**src/rtl/mixer_sched_pkg.sv**
```systemverilog
// Shared types for the mixer scheduler: FSM state encoding.
package mixer_sched_pkg;

  localparam int STATE_W = 3;

  typedef enum logic [STATE_W-1:0] {
    IDLE   = 3'd0,
    FILL_A = 3'd1,
    FILL_B = 3'd2,
    MIX    = 3'd3,
    DRAIN  = 3'd4
  } mix_state_e;

endpackage

```
**src/rtl/mixer_scheduler_if.sv**
```systemverilog
// Request/valve bundle between request logic and the mixer scheduler.
// MIXER_SCHED_TIMEOUT_EN adds the fill_ok level sensor and the fault pulse.
interface mixer_scheduler_if #(
  parameter int N_REQ = 4,
  parameter int CW    = 16
);
  logic [N_REQ-1:0] req;
  logic [CW-1:0]    fill_time;
  logic [CW-1:0]    mix_time;
  logic [CW-1:0]    drain_time;
  logic [N_REQ-1:0] grant;
  logic [N_REQ-1:0] valve_a;
  logic [N_REQ-1:0] valve_b;
  logic             mix_pump;
  logic             drain_valve;
  logic [N_REQ-1:0] done;
  logic             busy;
`ifdef MIXER_SCHED_TIMEOUT_EN
  logic             fill_ok;
  logic             fault;

  modport master (
    output req, fill_time, mix_time, drain_time, fill_ok,
    input  grant, valve_a, valve_b, mix_pump, drain_valve, done, busy, fault
  );
  modport slave (
    input  req, fill_time, mix_time, drain_time, fill_ok,
    output grant, valve_a, valve_b, mix_pump, drain_valve, done, busy, fault
  );
`else
  modport master (
    output req, fill_time, mix_time, drain_time,
    input  grant, valve_a, valve_b, mix_pump, drain_valve, done, busy
  );
  modport slave (
    input  req, fill_time, mix_time, drain_time,
    output grant, valve_a, valve_b, mix_pump, drain_valve, done, busy
  );
`endif
endinterface

```
**src/rtl/rr_arbiter.sv**
```systemverilog
// Combinational round-robin arbiter: first set req bit searching upward from ptr.
// Zero latency; gnt is all-zero when no request is set.
module rr_arbiter #(
  parameter int N  = 4,
  parameter int IW = (N > 1) ? $clog2(N) : 1
) (
  input  logic [N-1:0]  req,
  input  logic [IW-1:0] ptr,
  output logic [N-1:0]  gnt,
  output logic [IW-1:0] gnt_idx
);

  localparam logic [IW:0] N_W = (IW+1)'(N);

  logic [IW:0]   sum;
  logic [IW-1:0] cand;
  logic          found;

  always_comb begin
    gnt     = '0;
    gnt_idx = '0;
    sum     = '0;
    cand    = '0;
    found   = 1'b0;
    for (int i = 0; i < N; i++) begin
      // ptr + i never exceeds 2N-2, so one conditional subtract is a full modulo
      sum = {1'b0, ptr} + (IW+1)'(i);
      if (sum >= N_W) sum = sum - N_W;
      cand = sum[IW-1:0];
      if (!found && req[cand]) begin
        found     = 1'b1;
        gnt[cand] = 1'b1;
        gnt_idx   = cand;
      end
    end
  end

endmodule

```
**src/rtl/mixer_scheduler.sv**
```systemverilog
// Shares one mixer among N_REQ chambers: FILL_A, FILL_B, MIX, DRAIN per grant; grant one cycle after req in IDLE.
// No backpressure (level requests); MIXER_SCHED_TIMEOUT_EN aborts to DRAIN when fill_ok is low at fill end.
module mixer_scheduler
  import mixer_sched_pkg::*;
#(
  parameter int N_REQ = 4,
  parameter int CW    = 16
) (
  input  logic              clk,
  input  logic              rst,
  mixer_scheduler_if.slave  bus
);

  localparam int IW = (N_REQ > 1) ? $clog2(N_REQ) : 1;

  mix_state_e       state_q, state_d;
  logic [IW-1:0]    owner_q, owner_d;
  logic [IW-1:0]    ptr_q, ptr_d;
  logic [CW-1:0]    cnt_q, cnt_d;
  logic [CW-1:0]    fill_q, fill_d;
  logic [CW-1:0]    mix_q, mix_d;
  logic [CW-1:0]    drain_q, drain_d;
  logic [N_REQ-1:0] done_q, done_d;
  logic [N_REQ-1:0] owner_oh;
  logic [N_REQ-1:0] arb_gnt;
  logic [IW-1:0]    arb_idx;
`ifdef MIXER_SCHED_TIMEOUT_EN
  logic             abort_q, abort_d;
  logic             fault_q, fault_d;
`endif

  // Latched values are stored pre-decremented; a duration of 0 behaves like 1.
  function automatic logic [CW-1:0] load_val(input logic [CW-1:0] dur);
    return (dur == '0) ? '0 : dur - 1'b1;
  endfunction

  rr_arbiter #(.N(N_REQ), .IW(IW)) u_arb (
    .req     (bus.req),
    .ptr     (ptr_q),
    .gnt     (arb_gnt),
    .gnt_idx (arb_idx)
  );

  assign owner_oh = {{(N_REQ-1){1'b0}}, 1'b1} << owner_q;

  always_comb begin
    state_d = state_q;
    owner_d = owner_q;
    ptr_d   = ptr_q;
    cnt_d   = cnt_q;
    fill_d  = fill_q;
    mix_d   = mix_q;
    drain_d = drain_q;
    done_d  = '0;
`ifdef MIXER_SCHED_TIMEOUT_EN
    abort_d = abort_q;
    fault_d = 1'b0;
`endif
    case (state_q)
      IDLE: begin
        if (|arb_gnt) begin
          state_d = FILL_A;
          owner_d = arb_idx;
          ptr_d   = (arb_idx == IW'(N_REQ-1)) ? '0 : arb_idx + 1'b1;
          fill_d  = load_val(bus.fill_time);
          mix_d   = load_val(bus.mix_time);
          drain_d = load_val(bus.drain_time);
          cnt_d   = load_val(bus.fill_time);
`ifdef MIXER_SCHED_TIMEOUT_EN
          abort_d = 1'b0;
`endif
        end
      end
      FILL_A: begin
        if (cnt_q == '0) begin
`ifdef MIXER_SCHED_TIMEOUT_EN
          if (!bus.fill_ok) begin
            state_d = DRAIN;
            cnt_d   = drain_q;
            abort_d = 1'b1;
          end else begin
            state_d = FILL_B;
            cnt_d   = fill_q;
          end
`else
          state_d = FILL_B;
          cnt_d   = fill_q;
`endif
        end else begin
          cnt_d = cnt_q - 1'b1;
        end
      end
      FILL_B: begin
        if (cnt_q == '0) begin
`ifdef MIXER_SCHED_TIMEOUT_EN
          if (!bus.fill_ok) begin
            state_d = DRAIN;
            cnt_d   = drain_q;
            abort_d = 1'b1;
          end else begin
            state_d = MIX;
            cnt_d   = mix_q;
          end
`else
          state_d = MIX;
          cnt_d   = mix_q;
`endif
        end else begin
          cnt_d = cnt_q - 1'b1;
        end
      end
      MIX: begin
        if (cnt_q == '0) begin
          state_d = DRAIN;
          cnt_d   = drain_q;
        end else begin
          cnt_d = cnt_q - 1'b1;
        end
      end
      DRAIN: begin
        if (cnt_q == '0) begin
          state_d = IDLE;
          done_d  = owner_oh;
`ifdef MIXER_SCHED_TIMEOUT_EN
          fault_d = abort_q;
`endif
        end else begin
          cnt_d = cnt_q - 1'b1;
        end
      end
      default: state_d = IDLE;
    endcase
  end

  always_ff @(posedge clk or posedge rst) begin
    if (rst) begin
      state_q <= IDLE;
      owner_q <= '0;
      ptr_q   <= '0;
      cnt_q   <= '0;
      fill_q  <= '0;
      mix_q   <= '0;
      drain_q <= '0;
      done_q  <= '0;
`ifdef MIXER_SCHED_TIMEOUT_EN
      abort_q <= 1'b0;
      fault_q <= 1'b0;
`endif
    end else begin
      state_q <= state_d;
      owner_q <= owner_d;
      ptr_q   <= ptr_d;
      cnt_q   <= cnt_d;
      fill_q  <= fill_d;
      mix_q   <= mix_d;
      drain_q <= drain_d;
      done_q  <= done_d;
`ifdef MIXER_SCHED_TIMEOUT_EN
      abort_q <= abort_d;
      fault_q <= fault_d;
`endif
    end
  end

  // Outputs decode straight from reset-cleared state, so reset closes every valve at once.
  always_comb begin
    bus.grant       = '0;
    bus.valve_a     = '0;
    bus.valve_b     = '0;
    bus.mix_pump    = 1'b0;
    bus.drain_valve = 1'b0;
    bus.busy        = (state_q != IDLE);
    bus.done        = done_q;
    case (state_q)
      FILL_A: begin
        bus.grant   = owner_oh;
        bus.valve_a = owner_oh;
      end
      FILL_B: begin
        bus.grant   = owner_oh;
        bus.valve_b = owner_oh;
      end
      MIX: begin
        bus.grant    = owner_oh;
        bus.mix_pump = 1'b1;
      end
      DRAIN: begin
        bus.grant       = owner_oh;
        bus.drain_valve = 1'b1;
      end
      default: ;
    endcase
  end

`ifdef MIXER_SCHED_TIMEOUT_EN
  assign bus.fault = fault_q;
`endif

endmodule

```
**src/flat_wrapper.sv**
```systemverilog
// flat-port wrapper written by rule: the top's interface ports become plain ports
module mixer_scheduler_flat import mixer_sched_pkg::*;
#(
  parameter int N_REQ = 4,
  parameter int CW    = 16
)
  (clk, rst, bus_req, bus_fill_time, bus_mix_time, bus_drain_time, bus_grant, bus_valve_a, bus_valve_b, bus_mix_pump, bus_drain_valve, bus_done, bus_busy);
  mixer_scheduler_if #(.N_REQ(N_REQ), .CW(CW)) bus_i ();
  input  logic clk;
  input  logic rst;
  input wire logic [$bits(bus_i.req)-1:0] bus_req;
  input wire logic [$bits(bus_i.fill_time)-1:0] bus_fill_time;
  input wire logic [$bits(bus_i.mix_time)-1:0] bus_mix_time;
  input wire logic [$bits(bus_i.drain_time)-1:0] bus_drain_time;
  output wire logic [$bits(bus_i.grant)-1:0] bus_grant;
  output wire logic [$bits(bus_i.valve_a)-1:0] bus_valve_a;
  output wire logic [$bits(bus_i.valve_b)-1:0] bus_valve_b;
  output wire logic [$bits(bus_i.mix_pump)-1:0] bus_mix_pump;
  output wire logic [$bits(bus_i.drain_valve)-1:0] bus_drain_valve;
  output wire logic [$bits(bus_i.done)-1:0] bus_done;
  output wire logic [$bits(bus_i.busy)-1:0] bus_busy;
  assign bus_i.req = bus_req;
  assign bus_i.fill_time = bus_fill_time;
  assign bus_i.mix_time = bus_mix_time;
  assign bus_i.drain_time = bus_drain_time;
  assign bus_grant = bus_i.grant;
  assign bus_valve_a = bus_i.valve_a;
  assign bus_valve_b = bus_i.valve_b;
  assign bus_mix_pump = bus_i.mix_pump;
  assign bus_drain_valve = bus_i.drain_valve;
  assign bus_done = bus_i.done;
  assign bus_busy = bus_i.busy;
  mixer_scheduler #(.N_REQ(N_REQ), .CW(CW)) u_core (.clk(clk), .rst(rst), .bus(bus_i));
endmodule
```
**config.mk**
```make
export PLATFORM = sky130hd
export DESIGN_NAME = mixer_scheduler_flat
export DESIGN_NICKNAME = d
export VERILOG_FILES = /design/src/rtl/mixer_sched_pkg.sv /design/src/rtl/mixer_scheduler_if.sv /design/src/rtl/rr_arbiter.sv /design/src/rtl/mixer_scheduler.sv /design/src/flat_wrapper.sv
export SDC_FILE = /design/constraint.sdc
export NUM_CORES = 1
export LEC_CHECK = 0
export CORE_UTILIZATION = 55
export CTS_CLUSTER_SIZE = 25
export DETAILED_ROUTE_END_ITERATION = 8
export GPL_TIMING_DRIVEN = 0
export PLACE_DENSITY = 0.9
export SLEW_MARGIN = 20
export SYNTH_ARGS = -nofsm -noshare
export SYNTH_HDL_FRONTEND = slang
export SYNTH_SLANG_ARGS = --single-unit
```
**constraint.sdc**
```tcl
create_clock -name clk -period 3.35 [get_ports clk]
set_input_delay 0.67 -clock clk [delete_from_list [all_inputs] [get_ports clk]]
set_output_delay 0.67 -clock clk [all_outputs]
set_load 0.01 [all_outputs]
```
## Word level (Yosys, flattened, before mapping)

Cells that the tools add are included.

- Register bits after elaboration: 75
- Output and inout bits: 19

- $add $sub $neg: 12
- Magnitude comparators: 12
- Eq/ne operators: 11
- Shift-type cells: 1
- Multiplexer cells: 54
- Bitwise operators: 3
- Reductions and logical operators: 22

Operators with widths:

| operator | count |
|---|---|
| $mux W16 | 8 |
| $pmux W16 S5 | 1 |
| $logic_not A16 Y1 | 4 |
| $sub A16 B1 Y16 const B | 4 |
| $mux W4 | 9 |
| $mux W2 | 9 |
| $mux W3 | 5 |
| $pmux W3 S5 | 1 |
| $mux W1 | 13 |
| $lt A2 B3 Y1 const B | 4 |
| $or A4 B4 Y4 | 3 |
| $ne A2 B1 Y1 const B | 5 |
| $ge A3 B3 Y1 const B | 3 |
| $bmux W1 S2 | 4 |
| $demux W1 S2 | 4 |
| $ge A2 B1 Y1 const B | 4 |
| $reduce_or A4 Y1 | 2 |
| $sub A2 B1 Y2 const B | 4 |
| $logic_and A1 B1 Y1 | 7 |
| $add A2 B2 Y3 const B | 2 |
| $eq A3 B2 Y1 const B | 2 |
| $reduce_and A5 Y1 | 1 |
| $reduce_bool A5 Y1 | 1 |
| $shl A1 B2 Y4 const A | 1 |
| 12 further kinds | 14 |

## Logic depth before layout (Yosys ltp)

Gate-level depths: netlist of the first run.

- Depth in word-level cells: 17
- Gate-level depth with buffers: 11
- Gate-level depth less buffers: 8

## By module

From an unflattened synthesis of the first run, not the netlist that was laid out.

- Cells, all modules: 646
- Area total of the unflattened synthesis: 5474.0 um^2

By module, submodules not included:

| module | times used | cells each | area each (um^2) | seq. area each (um^2) |
|---|---|---|---|---|
| mixer_scheduler | 1 | 598 | 5069.9 | 1876.8 |
| rr_arbiter | 1 | 48 | 404.1 | 0.0 |

## Least setup slack after synthesis of the first run

No wires, ideal clock.

- Path kind: register -> register
- Start: register with a tool-made name
- End: register u_core.cnt_q[0]
- Setup time: 0.125 ns
- Arrival: 2.639 ns
- Required time: 3.225 ns
- Path slack: 0.586 ns
- Stages on the path, launching flop included: 10
- Buffers on the path: 2
- Period minus slack after synthesis: 2.764 ns
- Cell sequence: dfrtp_1 > buf_6 > inv_1 > ha_1 > mux4_2 > o21a_1 > or2_4 > o21ai_4 > buf_8 > mux2_4

RTL lines:

| element | RTL line | RTL |
|---|---|---|
| to (signal assigned) | mixer_scheduler.sv:153 | `cnt_q <= cnt_d;` |
| to (decl) | mixer_scheduler.sv:19 | `logic [CW-1:0] cnt_q, cnt_d;` |

## Worst setup path in the final report of the first run

- Start: input bus_fill_time[4]
- End: register u_core.cnt_q[15]

- Cells in the longest elaborated chain, start to end: 4
- Elaborated cells on any way between the ends: 5
- Those cells by class: add/sub: 1; mux: 3; reduce/logical: 1

Ends and longest elaborated chain:

| element | RTL line | RTL |
|---|---|---|
| from (decl) | flat_wrapper.sv:12 | `input wire logic [$bits(bus_i.fill_time)-1:0] bus_fill_time;` |
| $sub A16 B1 Y16 or $logic_not A16 Y1 (tied branches) | mixer_scheduler.sv:34 | `return (dur == '0) ? '0 : dur - 1'b1;` |
| $mux W16 * | mixer_scheduler.sv:34 |  |
| $mux W16 * | mixer_scheduler.sv:61 | `if (\|arb_gnt) begin` |
| $pmux W16 S5 * | mixer_scheduler.sv:59 | `case (state_q)` |

Mark *: on every way between the ends. The rest lies on a longest branch, timed or not. The select of a mux whose other input is x is not followed.
A chain may end at the register's enable or synchronous reset.

==> flow_summary.yaml, run 1 <==
detailed_routing:
  wl_per_cell_microns: 18.4
  drt-initial-drc-count: 460
  wl_met1_microns: 5760
  wirelength_microns: 14300
  dr.pass1.iters: 8
  viasPerCell: 6.33
  met3_length_microns: 941
  num_vias: 4914
  routed.top_layer: "met4"
  wl_met2_microns: 6900
  drc_errors: 2
  antenna_left: 0
grt:
  grt_usage_pct: 30.8
  grt-ovfl-total: 0
  grt_max_degree: 54
  grt_pass1_wl_microns: 23200
  grt_pass1_vias: 4700
  antenna_found_initial: 0
layout:
  stdcell_count: 776
  final_cell_mix: "nand2_1, dfrtp_1, clkdlybuf4s50_1"
  synthToLayoutAreaGrowth_pct: 21.7
  final_cell_area_sq_um: 6160
  drive_gt1_share_pct: 9.43
  fin_nets: 728
  diodes: 0
  layout.cells.most_common: "nand2_1"
power_and_ir_drop:
  intPower_mw: 1.83
  clockPowerShare_pct: 26.5
  p_leak_nw: 2.56
  sequentialPowerShare_pct: 44.7
  irDropWorstVdd_mv: 0.204
  power_frac_comb_pct: 28.8
  sw_frac_of_total_pct: 34.4
  power.switching_mw: 0.958
  p_per_area_nw_per_um2: 452
synthesis:
  synth-async-reset-ratio_pct: 100
  synth_top_area_cell: "dfrtp_1"
  synthTopCellsByArea: "dfrtp_1, nand2_1, o21ai_0, xnor2_1, mux2_2"
  syn_inst: 580
  syn_area_sq_um: 5060
  seq_area_frac_synth_pct: 37.1
  synth_edf_count: 0
  synthFlopType: "dfrtp_1"
  synth_cell_types: 62
  syn_avg_cell_area_sq_um: 8.73
  yosys_warnings: 0
  yosysTopAreaCellShare_pct: 37.1
  syn-num-nets: 645
  ys_ff_latch: 75
sta:
  max_freq_mhz: 308
  fin_crit_sh_pct: 97.0
  finalHoldViolCount: 0
  finalWorstSetupSlack_ns: 0.100
  slew_violations: 0
  post-route-min-period_ns: 3.25
  rsz0062_at_grt: "false"
  max_slew_margin_pct: 26.5
  fin_hold_ws_ns: 0.490
  finClkSkew_ns: 0.00864
  setup_viol: 0
  max_slew.worst_pin.slew_ns: 1.09
  setup_tns_ns: 0
clock_tree:
  clk_root_buffer_cell: "clkbuf_8"
  htreeDepth: 3
  cts_buffers: 9
  worstSkewPairLatency_ns: 0.36
  cts_tree: "built"
  path_clk_slew_ns: 0.09
  post_cts_buffers: 0
  clockBufferDepth: 2
  cts.sinks: 75
  hold_buffers: 0
critical_path:
  critPathRequiredTime_ns: 3.60
  crit_type: "input port to register"
  end_kind: "register"
  crit_arrival_ns: 3.50
  critPathMaxFanout: 8
  worst_setup_path_start_kind: "input port"
die:
  die_h_microns: 98.0
  initial_core_util_pct: 57.5
  dieWidth_microns: 98.0
  core-area_sq_um: 8810
  placementRows: 34
  ios: 73
  die-area_sq_um: 9590
worst_hold_path:
  hp-class: "register to register"
placement:
  portBuffers: 72
  placed_area_sq_um: 5950
  dp_slack_ns: -0.185
  dp_hpwl_microns: 10800
  dp.cells: 761
  place_congestion: 0.991
status:
  violations: "DRC"
  status: "finished with violations"
run:
  maxCapViolCount: 0
## worst max-delay path, cell delays in order
cell,delay (ns)
clkdlybuf4s50_1,0.50
nor4_1,0.96
nand4_1,0.29
nor3_1,0.27
mux2i_1,0.38
a22oi_1,0.14
mux2_2,0.28
## what timing repair did
action | in CTS | in global routing
setup endpoints to repair | 4 | 6
hold endpoints to repair | 0 | 0
gates resized for setup | 1 | 3
gates cloned | 0 | 0
## synthesized netlist by cell type, types with 4 or more instances
cell and count:
dfrtp_1 75, nor2_1 43, nor4_1 14, or4_1 8, o21ai_0 62, inv_1 13, nor3_1 25, o22ai_1 5
o211ai_1 5, a22oi_1 9, xnor2_1 24, buf_2 4, or3_1 9, o31ai_1 7, a221oi_1 4, mux4_2 4
mux2_2 17, nand3b_1 4, xor2_1 17, clkbuf_1 19, ha_1 11, nor2b_1 8, a21oi_1 17, nand2b_1 6
mux2i_1 19, o31a_1 4, mux2_4 4, nand2_1 86, nand3_1 9
## power by group through the flow
stage	Sequential (mW)	Combinational, mW	Clock [mW]
final	1.24	0.803	0.739
after floorplan	1.20	0.532	0
after detailed placement	1.26	0.778	0
after global placement	1.24	0.740	0
after global routing	1.26	0.886	0.777
after CTS	1.24	0.788	0.735
## per-layer routing
layer / vias to the layer above / track usage (%)
met5: - / 0
met4: 0 / 16.0
met3: 49 / 5.30
met2: 253 / 51.0
met1: 2350 / 38.7
li1: 2262 / -
## final timing paths
kind                                                from                            end  slack, ns  cells after the start
setup reg to reg                                register    u_core.cnt_q[7]$_DFFE_PP0P_       0.21                      9
hold / removal             u_core.fill_q[12]$_DFFE_PP0P_  u_core.fill_q[12]$_DFFE_PP0P_       0.49                      2
max in group asynchronous                            rst   u_core.fill_q[0]$_DFFE_PP0P_       2.17                      3
setup / recovery                        bus_fill_time[4]   u_core.cnt_q[15]$_DFFE_PP0P_        0.1                      7
min in group asynchronous                            rst    u_core.mix_q[1]$_DFFE_PP0P_       0.63                      2
hold reg to reg            u_core.fill_q[12]$_DFFE_PP0P_  u_core.fill_q[12]$_DFFE_PP0P_       0.49                      2
## cells by family after synthesis
logic type	share of synthesized area, %
mux	10.5
fa+ha+maj	2.72
compound gates	16.5
simple gates	22.3
flops	37.1
buf+inv	3.78
xor+xnor	7.09
## flip-flops by register name, summed over array words and instances (netlist names), named ones only
name and cells:
u_core.bus.done 4, u_core.cnt_q 16, u_core.drain_q 16, u_core.fill_q 16, u_core.mix_q 16, u_core.owner_q 2, u_core.ptr_q 1, u_core.state_q 3
## stage by stage
step	power (mW)	util (%)
2_1_floorplan	1.73	-
5_1_grt	2.93	70.0
3_3_place_gp	1.98	67.2
4_1_cts	2.76	69.9
3_5_place_dp	2.03	67.6
6_report	2.79	70.0
## area by class of cell
type / count / area [sq um]
plain buffers: 29 / 141
clock buffers: 9 / 124
clock inverters: 7 / 82.6
fillers: 666 / 2640
inverters: 13 / 51.3
multi-input cells: 462 / 3000
flip-flops and latches: 75 / 1880
well taps: 108 / 135
repair buffers: 73 / 748
No activity file was read; power rests on OpenSTA's default activity.
==> run 2: changes to the inputs <==
- PLACE_DENSITY: 0.9 -> 0.81
==> run 2 against run 1 <==
Net effect:
- the run still ends with DRC left
- critical path depth is 2 lower
- via count fell by 2.3%
- clock power shrank 0.8%
- total power decreased by 0.40%
- largest cell class unchanged
==> flow_summary.yaml, run 2 (synthesis gave the netlist of run 1 again) <==
critical_path:
  critPathMaxFanout: 15
  slowest_stage: "clkdlybuf4s50_1"
  worst_setup_path_start_kind: "register"
  cp_slowest_stage_delay_ns: 0.57
  cp_num_buf_inv: 3
  reg2reg_depth: 9
  critPathRequiredTime_ns: 2.68
  crit_arrival_ns: 2.56
  r2r-end: "u_core.cnt_q[7]$_DFFE_PP0P_"
  rrSetupSlack_ns: 0.23
  crit_type: "register to output pin"
  worstPathCellList: "clkbuf_2, inv_1, or3_1, nor3_1, clkdlybuf4s50_1"
  end_kind: "output pin"
  crit_family: "buffers and inverters"
layout:
  final_cell_mix: "nand2_1, dfrtp_1, clkdlybuf4s50_1"
  diodes: 0
  fin_nets: 728
  synthToLayoutAreaGrowth_pct: 21.8
  multi_input_area_sq_um: 3010
  regArea_sq_um: 1880
  utilization_pct: 70.1
  n_fill_cell: 748
  layout.cells.most_common: "nand2_1"
  stdcell_count: 776
  final_cell_area_sq_um: 6170
  drive_gt1_share_pct: 9.58
die:
  ios: 73
  placementRows: 34
  die-area_sq_um: 9590
  die_h_microns: 98.0
  dieWidth_microns: 98.0
  core-area_sq_um: 8810
  initial_core_util_pct: 57.5
placement:
  portBuffers: 72
  dp.cells: 761
  placed_area_sq_um: 5950
  dp_hpwl_microns: 10700
  place_congestion: 0.917
  dp_slack_ns: -0.276
clock_tree:
  cts.sinks: 75
  cts_buffers: 9
  worstSkewPairLatency_ns: 0.36
  path_clk_slew_ns: 0.08
  cts_tree: "built"
  htreeDepth: 3
  clockBufferDepth: 2
  post_cts_buffers: 0
  clk_root_buffer_cell: "clkbuf_8"
detailed_routing:
  viasPerCell: 6.19
  wirelength_microns: 14000
  dr.pass1.iters: 7
  drc_errors: 3
  num_vias: 4803
  drt-initial-drc-count: 351
  wl_per_cell_microns: 18.1
  antenna_left: 0
sta:
  finalWorstSetupSlack_ns: 0.122
  post-route-min-period_ns: 3.23
  max_freq_mhz: 310
  finClkSkew_ns: 0.00770
  max_slew_margin_pct: 47.6
  rsz0062_at_grt: "false"
  fin_crit_sh_pct: 96.4
  finalHoldViolCount: 0
  max_slew.worst_pin.slew_ns: 0.782
  slew_violations: 0
  setup_viol: 0
worst_hold_path:
  hp-start: "u_core.mix_q[8]$_DFFE_PP0P_"
  hold_path_end: "u_core.mix_q[8]$_DFFE_PP0P_"
  holdPathStages: 2
  hp-class: "register to register"
power_and_ir_drop:
  p_per_area_nw_per_um2: 450
  power.switching_mw: 0.933
  irDropWorstVdd_mv: 0.248
  p_leak_nw: 2.56
  sw_frac_of_total_pct: 33.6
  clockPowerShare_pct: 26.4
  sequentialPowerShare_pct: 44.8
  power_frac_comb_pct: 28.8
  intPower_mw: 1.84
grt:
  grt_max_degree: 57
  grt_pass1_wl_microns: 22400
  grt_pass1_vias: 4600
  grt_usage_pct: 29.9
  antenna_found_initial: 0
  grt-ovfl-total: 0
status:
  violations: "DRC"
  status: "finished with violations"
run:
  maxCapViolCount: 0
## run 2: cell types whose count changed in the layout (fill, tap and decap cells not counted)
cell and delta:
nor3b_2 +1, nor4_2 +1, nor3b_1 -1, clkbuf_1 +1, inv_8 -1, clkinv_4 +1
clkinvlp_4 -2, inv_6 -1, clkinv_2 +1, clkbuf_8 +1, nor4_1 -1
## run 2: worst max path at each step
stage | from | end | slack [ns] | cells past startpoint
after floorplan | register | u_core.cnt_q[0]$_DFFE_PP0P_ | 0.59 | 9
after global placement | rst | u_core.fill_q[0]$_DFFE_PP0P_ | -0.41 | 2
after detailed placement | bus_fill_time[0] | u_core.cnt_q[14]$_DFFE_PP0P_ | -0.28 | 9
after CTS | u_core.state_q[1]$_DFFE_PP0P_ | bus_grant[0] | 0.04 | 6
after global routing | u_core.state_q[1]$_DFFE_PP0P_ | bus_valve_b[0] | 0.01 | 5
final | u_core.state_q[1]$_DFFE_PP0P_ | bus_valve_b[0] | 0.12 | 5
## run 2: final cells by class
cell class,count,share of cell area [%]
clock buffers,11,2.29
clock inverters,5,0.994
plain buffers,29,2.29
well taps,108,2.19
inverters,13,0.831
flip-flops and latches,75,30.4
multi-input cells,462,48.9
repair buffers,73,12.1
## run 2: timing repair
| item | in CTS | in global routing |
|---|---|---|
| setup endpoints to repair | 4 | 13 |
| hold buffers | 0 | 0 |
| pin swaps | 0 | 0 |
| resized for setup | 1 | 5 |
## run 2: metal layers
layer  track usage [%]  up-vias  share of wire, %
li1                  -     2259                 -
met1              37.7     2284                42
met3              5.37       38               6.6
met4              13.4        0               3.3
met5                 0        -                 0
met2              50.3      222                48
## run 2: worst min-delay path, cell delays in order (launching register included)
cell and delay (ns):
dfrtp_1 0.35, nand2_1 0.05, o21ai_0 0.06
## run 2: metrics by stage
step | TNS, ns | total power [mW] | hold slack (ns)
final | 0 | 2.78 | 0.491
after global routing | 0 | 2.91 | 0.512
after CTS | 0 | 2.76 | 0.490
after detailed placement | -0.788 | 2.04 | 0.472
after global placement | -30.32 | 1.99 | 0.461
after floorplan | 0 | 1.73 | 0.441
## run 2: power by group through the flow
stage	clock, mW	sequential [mW]	combinational (mW)
after detailed placement	0	1.26	0.780
final	0.733	1.24	0.799
after global routing	0.774	1.27	0.872
after floorplan	0	1.20	0.532
after global placement	0	1.25	0.744
after CTS	0.738	1.24	0.785
